--- config.mk ---
export PLATFORM = sky130hd
export DESIGN_NAME = tcu_ctrl_write_ep_flat
export DESIGN_NICKNAME = d
export VERILOG_FILES = /design/src/rtl/tcu_ctrl_write_ep_if.sv /design/src/rtl/tcu_ctrl_write_ep.sv /design/src/flat_wrapper.sv
export SDC_FILE = /design/constraint.sdc
export NUM_CORES = 1
export LEC_CHECK = 0
export ABC_AREA = 1
export BUFFER_PORTS_ARGS = -buffer_cell sky130_fd_sc_hd__buf_2
export CAP_MARGIN = 0
export CORE_ASPECT_RATIO = 1.5
export CORE_MARGIN = 10
export CORE_UTILIZATION = 29
export CTS_CLUSTER_SIZE = 12
export DETAILED_ROUTE_END_ITERATION = 10
export GPL_TIMING_DRIVEN = 0
export SLEW_MARGIN = 0
export SYNTH_ARGS = -nofsm -noshare
export SYNTH_HDL_FRONTEND = slang
export SYNTH_SLANG_ARGS = --single-unit
--- constraint.sdc ---
create_clock -name clk_i -period 6.22 [get_ports clk_i]
set_input_delay 0 -clock clk_i [delete_from_list [all_inputs] [get_ports clk_i]]
set_output_delay 0 -clock clk_i [all_outputs]
set_load 0.03 [all_outputs]
--- src/rtl/tcu_ctrl_write_ep_if.sv ---
// tcu_ctrl_write_ep_if
//   Groups the command side (start, EP index, image words, mask) and the
//   register-file write side (strobe, address, data, stall) of the TCU
//   endpoint write sequencer.
//   master : command FSM + register file (drives starts/image/stall)
//   slave  : the sequencer (drives strobe/addr/wdata/active/done)
interface tcu_ctrl_write_ep_if #(
  parameter int ADDR_W = 32,
  parameter int DATA_W = 64,
  parameter int EP_W   = 16
);
  // register-file write port
  logic              write_ep_reg_en_o;
  logic [ADDR_W-1:0] write_ep_reg_addr_o;
  logic [DATA_W-1:0] write_ep_reg_wdata_o;
  logic              write_ep_reg_stall_i;
  // command side
  logic [EP_W-1:0]   write_ep_epidx_i;
  logic [EP_W-1:0]   write_ep_ext_epidx_i;
  logic [DATA_W-1:0] write_ep_data_0_i;
  logic [DATA_W-1:0] write_ep_data_1_i;
  logic [DATA_W-1:0] write_ep_data_2_i;
  logic [2:0]        write_ep_mask_i;
  logic              write_ep_start_i;
  logic              write_ep_ext_start_i;
  logic              write_ep_active_o;
  logic              write_ep_done_o;

  modport master (
    input  write_ep_reg_en_o, write_ep_reg_addr_o, write_ep_reg_wdata_o,
           write_ep_active_o, write_ep_done_o,
    output write_ep_reg_stall_i, write_ep_epidx_i, write_ep_ext_epidx_i,
           write_ep_data_0_i, write_ep_data_1_i, write_ep_data_2_i,
           write_ep_mask_i, write_ep_start_i, write_ep_ext_start_i
  );

  modport slave (
    output write_ep_reg_en_o, write_ep_reg_addr_o, write_ep_reg_wdata_o,
           write_ep_active_o, write_ep_done_o,
    input  write_ep_reg_stall_i, write_ep_epidx_i, write_ep_ext_epidx_i,
           write_ep_data_0_i, write_ep_data_1_i, write_ep_data_2_i,
           write_ep_mask_i, write_ep_start_i, write_ep_ext_start_i
  );
endinterface

--- src/rtl/tcu_ctrl_write_ep.sv ---
// tcu_ctrl_write_ep
//   Writes a 3-word endpoint image into the TCU register file, one word per
//   cycle, skipping words whose mask bit is clear and holding on stall.
//   Started from the unprivileged path (priority) or the external path.
// Ports:
//   clk_i          rising-edge clock
//   reset_i        synchronous active-high reset
//   ep             tcu_ctrl_write_ep_if.slave (command + register-file port)
//   write_ep_cnt_o completed-sequence counter, saturating (only when
//                  TCU_WRITE_EP_CNT_EN is defined)
// Optional feature macro: TCU_WRITE_EP_CNT_EN
// TCU_REG_DATA_SIZE must be 64 (image words are 64 bit).
module tcu_ctrl_write_ep #(
  parameter int          TCU_REG_ADDR_SIZE    = 32,
  parameter int          TCU_REG_DATA_SIZE    = 64,
  parameter int          TCU_EP_SIZE          = 16,
  parameter logic [31:0] TCU_REGADDR_EP_START = 32'h0000_0040,
  parameter int          TCU_EP_REG_SIZE      = 24
) (
  input  logic clk_i,
  input  logic reset_i,
  tcu_ctrl_write_ep_if.slave ep
`ifdef TCU_WRITE_EP_CNT_EN
  ,
  output logic [31:0] write_ep_cnt_o
`endif
);

  localparam int AW = TCU_REG_ADDR_SIZE;
  localparam int DW = TCU_REG_DATA_SIZE;

  typedef enum logic [2:0] {
    S_IDLE = 3'd0,
    S_W0   = 3'd1,
    S_W1   = 3'd2,
    S_W2   = 3'd3,
    S_FIN  = 3'd4
  } state_e;

  state_e              state_q, state_d;
  logic [AW-1:0]       addr_q;
  logic [2:0][DW-1:0]  data_q;
  logic [2:0]          mask_q;

  logic                in_write;
  logic [1:0]          widx;
  logic                word_en;
  logic                advance;
  logic                start_any;
  logic [TCU_EP_SIZE-1:0] start_idx;
  logic [AW-1:0]       base;

  // unprivileged start wins when both paths fire together
  assign start_any = ep.write_ep_start_i | ep.write_ep_ext_start_i;
  assign start_idx = ep.write_ep_start_i ? ep.write_ep_epidx_i : ep.write_ep_ext_epidx_i;
  // computed in AW bits, so any overflow wraps modulo 2^AW
  assign base      = AW'(TCU_REGADDR_EP_START) + AW'(start_idx) * AW'(TCU_EP_REG_SIZE);

  always_comb begin
    in_write = 1'b0;
    widx     = 2'd0;
    case (state_q)
      S_W0: begin in_write = 1'b1; widx = 2'd0; end
      S_W1: begin in_write = 1'b1; widx = 2'd1; end
      S_W2: begin in_write = 1'b1; widx = 2'd2; end
      default: ;
    endcase
  end

  // stall only holds a word that is actually going to be written
  assign word_en = in_write & mask_q[widx];
  assign advance = in_write & ~(word_en & ep.write_ep_reg_stall_i);

  // state register
  always_ff @(posedge clk_i) begin
    if (reset_i) state_q <= S_IDLE;
    else         state_q <= state_d;
  end

  // next state
  always_comb begin
    state_d = state_q;
    case (state_q)
      S_IDLE: if (start_any) state_d = S_W0;
      S_W0:   if (advance)   state_d = S_W1;
      S_W1:   if (advance)   state_d = S_W2;
      S_W2:   if (advance)   state_d = S_FIN;
      S_FIN:                 state_d = S_IDLE;
      default:               state_d = S_IDLE;
    endcase
  end

  // image latch and address walk; inputs are only looked at in the start cycle
  always_ff @(posedge clk_i) begin
    if (reset_i) begin
      addr_q <= '0;
      data_q <= '0;
      mask_q <= '0;
    end else if (state_q == S_IDLE && start_any) begin
      addr_q <= base;
      data_q <= {ep.write_ep_data_2_i, ep.write_ep_data_1_i, ep.write_ep_data_0_i};
      mask_q <= ep.write_ep_mask_i;
    end else if (advance && widx != 2'd2) begin
      // address stays on word 2 after the last write
      addr_q <= addr_q + AW'(8);
    end
  end

  // outputs
  always_comb begin
    ep.write_ep_reg_en_o    = word_en & ~ep.write_ep_reg_stall_i;
    ep.write_ep_reg_addr_o  = addr_q;
    ep.write_ep_reg_wdata_o = in_write ? data_q[widx] : '0;
    ep.write_ep_active_o    = (state_q != S_IDLE);
    ep.write_ep_done_o      = (state_q == S_FIN);
  end

`ifdef TCU_WRITE_EP_CNT_EN
  always_ff @(posedge clk_i) begin
    if (reset_i)
      write_ep_cnt_o <= '0;
    else if (state_q == S_FIN && write_ep_cnt_o != 32'hFFFF_FFFF)
      write_ep_cnt_o <= write_ep_cnt_o + 32'd1;
  end
`endif

endmodule

--- src/flat_wrapper.sv ---
// flat-port wrapper written by rule: the top's interface ports become plain ports
module tcu_ctrl_write_ep_flat 
#(
  parameter int          TCU_REG_ADDR_SIZE    = 32,
  parameter int          TCU_REG_DATA_SIZE    = 64,
  parameter int          TCU_EP_SIZE          = 16,
  parameter logic [31:0] TCU_REGADDR_EP_START = 32'h0000_0040,
  parameter int          TCU_EP_REG_SIZE      = 24
)
  (clk_i, reset_i, ep_write_ep_reg_en_o, ep_write_ep_reg_addr_o, ep_write_ep_reg_wdata_o, ep_write_ep_active_o, ep_write_ep_done_o, ep_write_ep_reg_stall_i, ep_write_ep_epidx_i, ep_write_ep_ext_epidx_i, ep_write_ep_data_0_i, ep_write_ep_data_1_i, ep_write_ep_data_2_i, ep_write_ep_mask_i, ep_write_ep_start_i, ep_write_ep_ext_start_i);
  tcu_ctrl_write_ep_if ep_i ();
  input  logic clk_i;
  input  logic reset_i;
  output wire logic [$bits(ep_i.write_ep_reg_en_o)-1:0] ep_write_ep_reg_en_o;
  output wire logic [$bits(ep_i.write_ep_reg_addr_o)-1:0] ep_write_ep_reg_addr_o;
  output wire logic [$bits(ep_i.write_ep_reg_wdata_o)-1:0] ep_write_ep_reg_wdata_o;
  output wire logic [$bits(ep_i.write_ep_active_o)-1:0] ep_write_ep_active_o;
  output wire logic [$bits(ep_i.write_ep_done_o)-1:0] ep_write_ep_done_o;
  input wire logic [$bits(ep_i.write_ep_reg_stall_i)-1:0] ep_write_ep_reg_stall_i;
  input wire logic [$bits(ep_i.write_ep_epidx_i)-1:0] ep_write_ep_epidx_i;
  input wire logic [$bits(ep_i.write_ep_ext_epidx_i)-1:0] ep_write_ep_ext_epidx_i;
  input wire logic [$bits(ep_i.write_ep_data_0_i)-1:0] ep_write_ep_data_0_i;
  input wire logic [$bits(ep_i.write_ep_data_1_i)-1:0] ep_write_ep_data_1_i;
  input wire logic [$bits(ep_i.write_ep_data_2_i)-1:0] ep_write_ep_data_2_i;
  input wire logic [$bits(ep_i.write_ep_mask_i)-1:0] ep_write_ep_mask_i;
  input wire logic [$bits(ep_i.write_ep_start_i)-1:0] ep_write_ep_start_i;
  input wire logic [$bits(ep_i.write_ep_ext_start_i)-1:0] ep_write_ep_ext_start_i;
  assign ep_write_ep_reg_en_o = ep_i.write_ep_reg_en_o;
  assign ep_write_ep_reg_addr_o = ep_i.write_ep_reg_addr_o;
  assign ep_write_ep_reg_wdata_o = ep_i.write_ep_reg_wdata_o;
  assign ep_write_ep_active_o = ep_i.write_ep_active_o;
  assign ep_write_ep_done_o = ep_i.write_ep_done_o;
  assign ep_i.write_ep_reg_stall_i = ep_write_ep_reg_stall_i;
  assign ep_i.write_ep_epidx_i = ep_write_ep_epidx_i;
  assign ep_i.write_ep_ext_epidx_i = ep_write_ep_ext_epidx_i;
  assign ep_i.write_ep_data_0_i = ep_write_ep_data_0_i;
  assign ep_i.write_ep_data_1_i = ep_write_ep_data_1_i;
  assign ep_i.write_ep_data_2_i = ep_write_ep_data_2_i;
  assign ep_i.write_ep_mask_i = ep_write_ep_mask_i;
  assign ep_i.write_ep_start_i = ep_write_ep_start_i;
  assign ep_i.write_ep_ext_start_i = ep_write_ep_ext_start_i;
  tcu_ctrl_write_ep #(.TCU_REG_ADDR_SIZE(TCU_REG_ADDR_SIZE), .TCU_REG_DATA_SIZE(TCU_REG_DATA_SIZE), .TCU_EP_SIZE(TCU_EP_SIZE), .TCU_REGADDR_EP_START(TCU_REGADDR_EP_START), .TCU_EP_REG_SIZE(TCU_EP_REG_SIZE)) u_core (.clk_i(clk_i), .reset_i(reset_i), .ep(ep_i));
endmodule
==> impl_metrics.env <==
export IMPL_p_leak_nw=8.127
export IMPL_seq_area_um2=4544
export IMPL_synth_area_leaders="dfxtp_1 (38%), o21ai_0 (15%), a21oi_1 (9.6%)"
export IMPL_nFillCells=4145
export IMPL_drv_slew=0
export IMPL_ir_worst_vdd_mv=0.1928
export IMPL_clock_fmax_mhz=336.5
export IMPL_fin_skew_ns=0.01659
export IMPL_antenna_found_initial=4
export IMPL_cts_tree="done"
export IMPL_nets=2619
export IMPL_ys_flop_type="dfxtp_1"
export IMPL_dp_cells=2647
export IMPL_clockPowerShare_pct=22.7
export IMPL_clock_sinks=227
export IMPL_htreeDepth=1
export IMPL_hold_viol_final=0
export IMPL_crit_path_end_kind="output pin"
export IMPL_netSwitchingFraction_pct=43.74
export IMPL_required_ns=6.22
export IMPL_grt_use_total_pct=19.40
export IMPL_rrSetupSlack_ns=3.63
export IMPL_clk_latency_ns=0.53
export IMPL_coreArea_um2=40430
export IMPL_grt_pass1_vias=14500
export IMPL_areaGrowthSynthToFinish_pct=42.06
export IMPL_cts_setup_buffers=0
export IMPL_cts_root_buf="clkbuf_16"
export IMPL_worstMarginPinSlew_ns=1.198
export IMPL_crit_fanout=10
export IMPL_firstDrtPassIters=5
export IMPL_die_w_um=185.4
export IMPL_cts_resized=0
export IMPL_place_congestion=0.9272
export IMPL_crit_path_end="ep_write_ep_reg_wdata_o[51]"
export IMPL_power_density_nw_per_um2=360.8
export IMPL_startpoint="u_core.state_q[0]$_SDFFE_PP0P_"
export IMPL_fin_crit_ns=2.971
export IMPL_fp_dieArea_um2=49710
export IMPL_cp_arrival_ns=2.97
export IMPL_wire_per_inst_um=17.31
export IMPL_seq_power_share_pct=32.9
export IMPL_fin_cells=2891
export IMPL_finalSetupViolCount=0
export IMPL_postCtsHoldBufs=200
export IMPL_dpl_instance_area_um2=14170
export IMPL_drc=0
export IMPL_totalWireLength_um=50050
export IMPL_syn_area_um2=11900
export IMPL_max_cap_viol_count=0
export IMPL_synth_largest_area_cell="dfxtp_1"
export IMPL_multi_input_area_um2=5814
export IMPL_hold_start="ep_write_ep_epidx_i[0]"
export IMPL_ys_warn_count=0
export IMPL_final_antenna_net_count=0
export IMPL_tns_ns=0
export IMPL_p_comb_share_pct=44.4
export IMPL_boundaryPins=331
export IMPL_numPortBuffers=326
export IMPL_dr_first_iter_drc_count=686
export IMPL_final_period_utilization_pct=47.77
export IMPL_yosysTopAreaCellShare_pct=38.18
export IMPL_worstSetupPathType="reg -> out"
export IMPL_postSynthAreaPerCell_um2=6.565
export IMPL_via_count=13930
export IMPL_r2r_end="u_core.data_q[80]$_SDFFE_PP0P_"
export IMPL_die_h_um=268.1
export IMPL_grt_pass1_wl_um=76680
export IMPL_grt_max_degree=13
export IMPL_clk_pin_slew_ns=0.06
export IMPL_synth_async_reset_ratio_pct=0
export IMPL_ys_types=43
export IMPL_rr_startpoint="u_core.state_q[1]$_SDFFE_PP0P_"
export IMPL_cts_buffer_depth=3
export IMPL_hold_class="in -> reg"
export IMPL_status="finished, final reports clean"
export IMPL_rows=90
export IMPL_synth_edff_count=0
export IMPL_ys_ff_latch=227
export IMPL_reg2regPathDepth=7
export IMPL_whs_path_depth=6
export IMPL_start_util_pct=29.44
export IMPL_syn_instance_count=1813
export IMPL_mostFrequentLayoutCell="o21ai_0"
export IMPL_layout_common_cells="o21ai_0 (356), buf_2 (336), inv_1 (280), nand2_1 (257), a21oi_1 (229)"
export IMPL_critPathLaunchType="register"
export IMPL_numCtsBuffers=24
export IMPL_drive_gt1_share_pct=17.99
export IMPL_max_slew_margin_rel_pct=20.11
export IMPL_ys_seq_area_share_pct=38.18
export IMPL_internal_power_mw=3.433
export IMPL_overflow=0
export IMPL_design_area_um2=16910
export IMPL_vias_per_cell=4.817
export IMPL_power_switching_mw=2.669
export IMPL_dp_hpwl_um=37480
export IMPL_rsz0062_at_grt="no"
[power groups by stage]
stage / sequential (mW) / clock, mW / combinational, mW
global placement: 2.02 / 0 / 2.57
finish: 2.01 / 1.38 / 2.71
CTS: 2.00 / 1.41 / 2.70
detailed placement: 2.03 / 0 / 2.59
global route: 2.05 / 1.47 / 3.02
floorplan: 2.08 / 0 / 1.64
[worst max-delay path, cell delays in order, from the launching register on]
cell      delay, ns
dfxtp_1        0.40
nor2_2         0.07
nand2_1        0.11
clkbuf_1       0.73
clkbuf_1       0.44
o21ai_0        0.21
o21ai_0        0.24
inv_1          0.07
buf_2          0.18
[cell usage after synthesis, types with 2 or more instances]
| cell | number |
|---|---|
| clkbuf_1 | 93 |
| xor2_1 | 9 |
| nor2_4 | 5 |
| a211oi_1 | 2 |
| or2_2 | 7 |
| nand2_2 | 15 |
| nor3_1 | 10 |
| nor2_1 | 172 |
| a21oi_2 | 3 |
| nor4_1 | 2 |
| buf_2 | 10 |
| nand3_2 | 8 |
| a21oi_1 | 229 |
| buf_4 | 5 |
| nor3b_1 | 2 |
| o21ai_0 | 356 |
| buf_1 | 6 |
| xnor2_1 | 4 |
| and2_1 | 2 |
| o211ai_1 | 4 |
| ha_1 | 19 |
| a31oi_1 | 7 |
| nand2_1 | 257 |
| nor2_2 | 6 |
| inv_1 | 280 |
| o21a_1 | 4 |
| nand3_1 | 36 |
| inv_2 | 8 |
| nand4_1 | 12 |
| dfxtp_1 | 227 |
[per-layer routing]
layer  vias up  part of all wire, %  global-route usage (%)
met2       484                   52                   36.03
met4         0                  5.1                   10.51
met1      6350                   37                   20.06
met5         -                    0                       0
met3       157                  6.2                   3.420
li1       6934                    -                       -
[worst min-delay path by stage]
stage | slack (ns) | to
floorplan | 0.07 | u_core.ep.write_ep_reg_addr_o[28]$_SDFFE_PP0P_
global placement | 0.22 | u_core.data_q[6]$_SDFFE_PP0P_
detailed placement | 0.23 | u_core.data_q[17]$_SDFFE_PP0P_
CTS | 0.05 | u_core.ep.write_ep_reg_addr_o[4]$_SDFFE_PP0P_
global route | 0.12 | u_core.ep.write_ep_reg_addr_o[4]$_SDFFE_PP0P_
finish | 0.08 | u_core.ep.write_ep_reg_addr_o[4]$_SDFFE_PP0P_
[per-stage QoR]
stage	setup WS (ns)	hold slack (ns)	util, %	total power, mW
2_1_floorplan	3.723	0.06907	-	3.724
3_3_place_gp	3.334	0.2249	35.06	4.589
3_5_place_dp	3.279	0.2328	35.06	4.626
4_1_cts	3.225	0.05462	41.79	6.123
5_1_grt	3.045	0.1208	41.81	6.532
6_report	3.249	0.08435	41.83	6.101
[kinds of logic (layout without fill, tap and decap cells)]
family	Yosys count	in the layout	synth area share, %
AOI/OAI and AO/OA	611	611	26.22
and+or+nand+nor	537	537	19.28
buffers and inverters	403	967	13.03
DFF	227	227	38.18
adders and majority gates	20	20	2.165
xor gates and xnor gates	14	14	1.093
other	1	9	0.03151
[flip-flops by register name (all words and copies together), names as in the netlist]
name                           cells
u_core.data_q                    192
u_core.state_q                     3
u_core.mask_q                      3
u_core.ep.write_ep_reg_addr_o     29
[cell type report]
cell class                 instances  area share, %
sequential                       227          26.88
timing repair buffer             526          21.49
clock inverter                     4         0.2812
tap                              506          3.744
clock buffer                      34          3.959
buffer                           115          2.782
multi-input combinational       1185          34.39
inverter                         288          6.393
antenna                            6        0.08880
No activity file was read; power rests on OpenSTA's default activity.
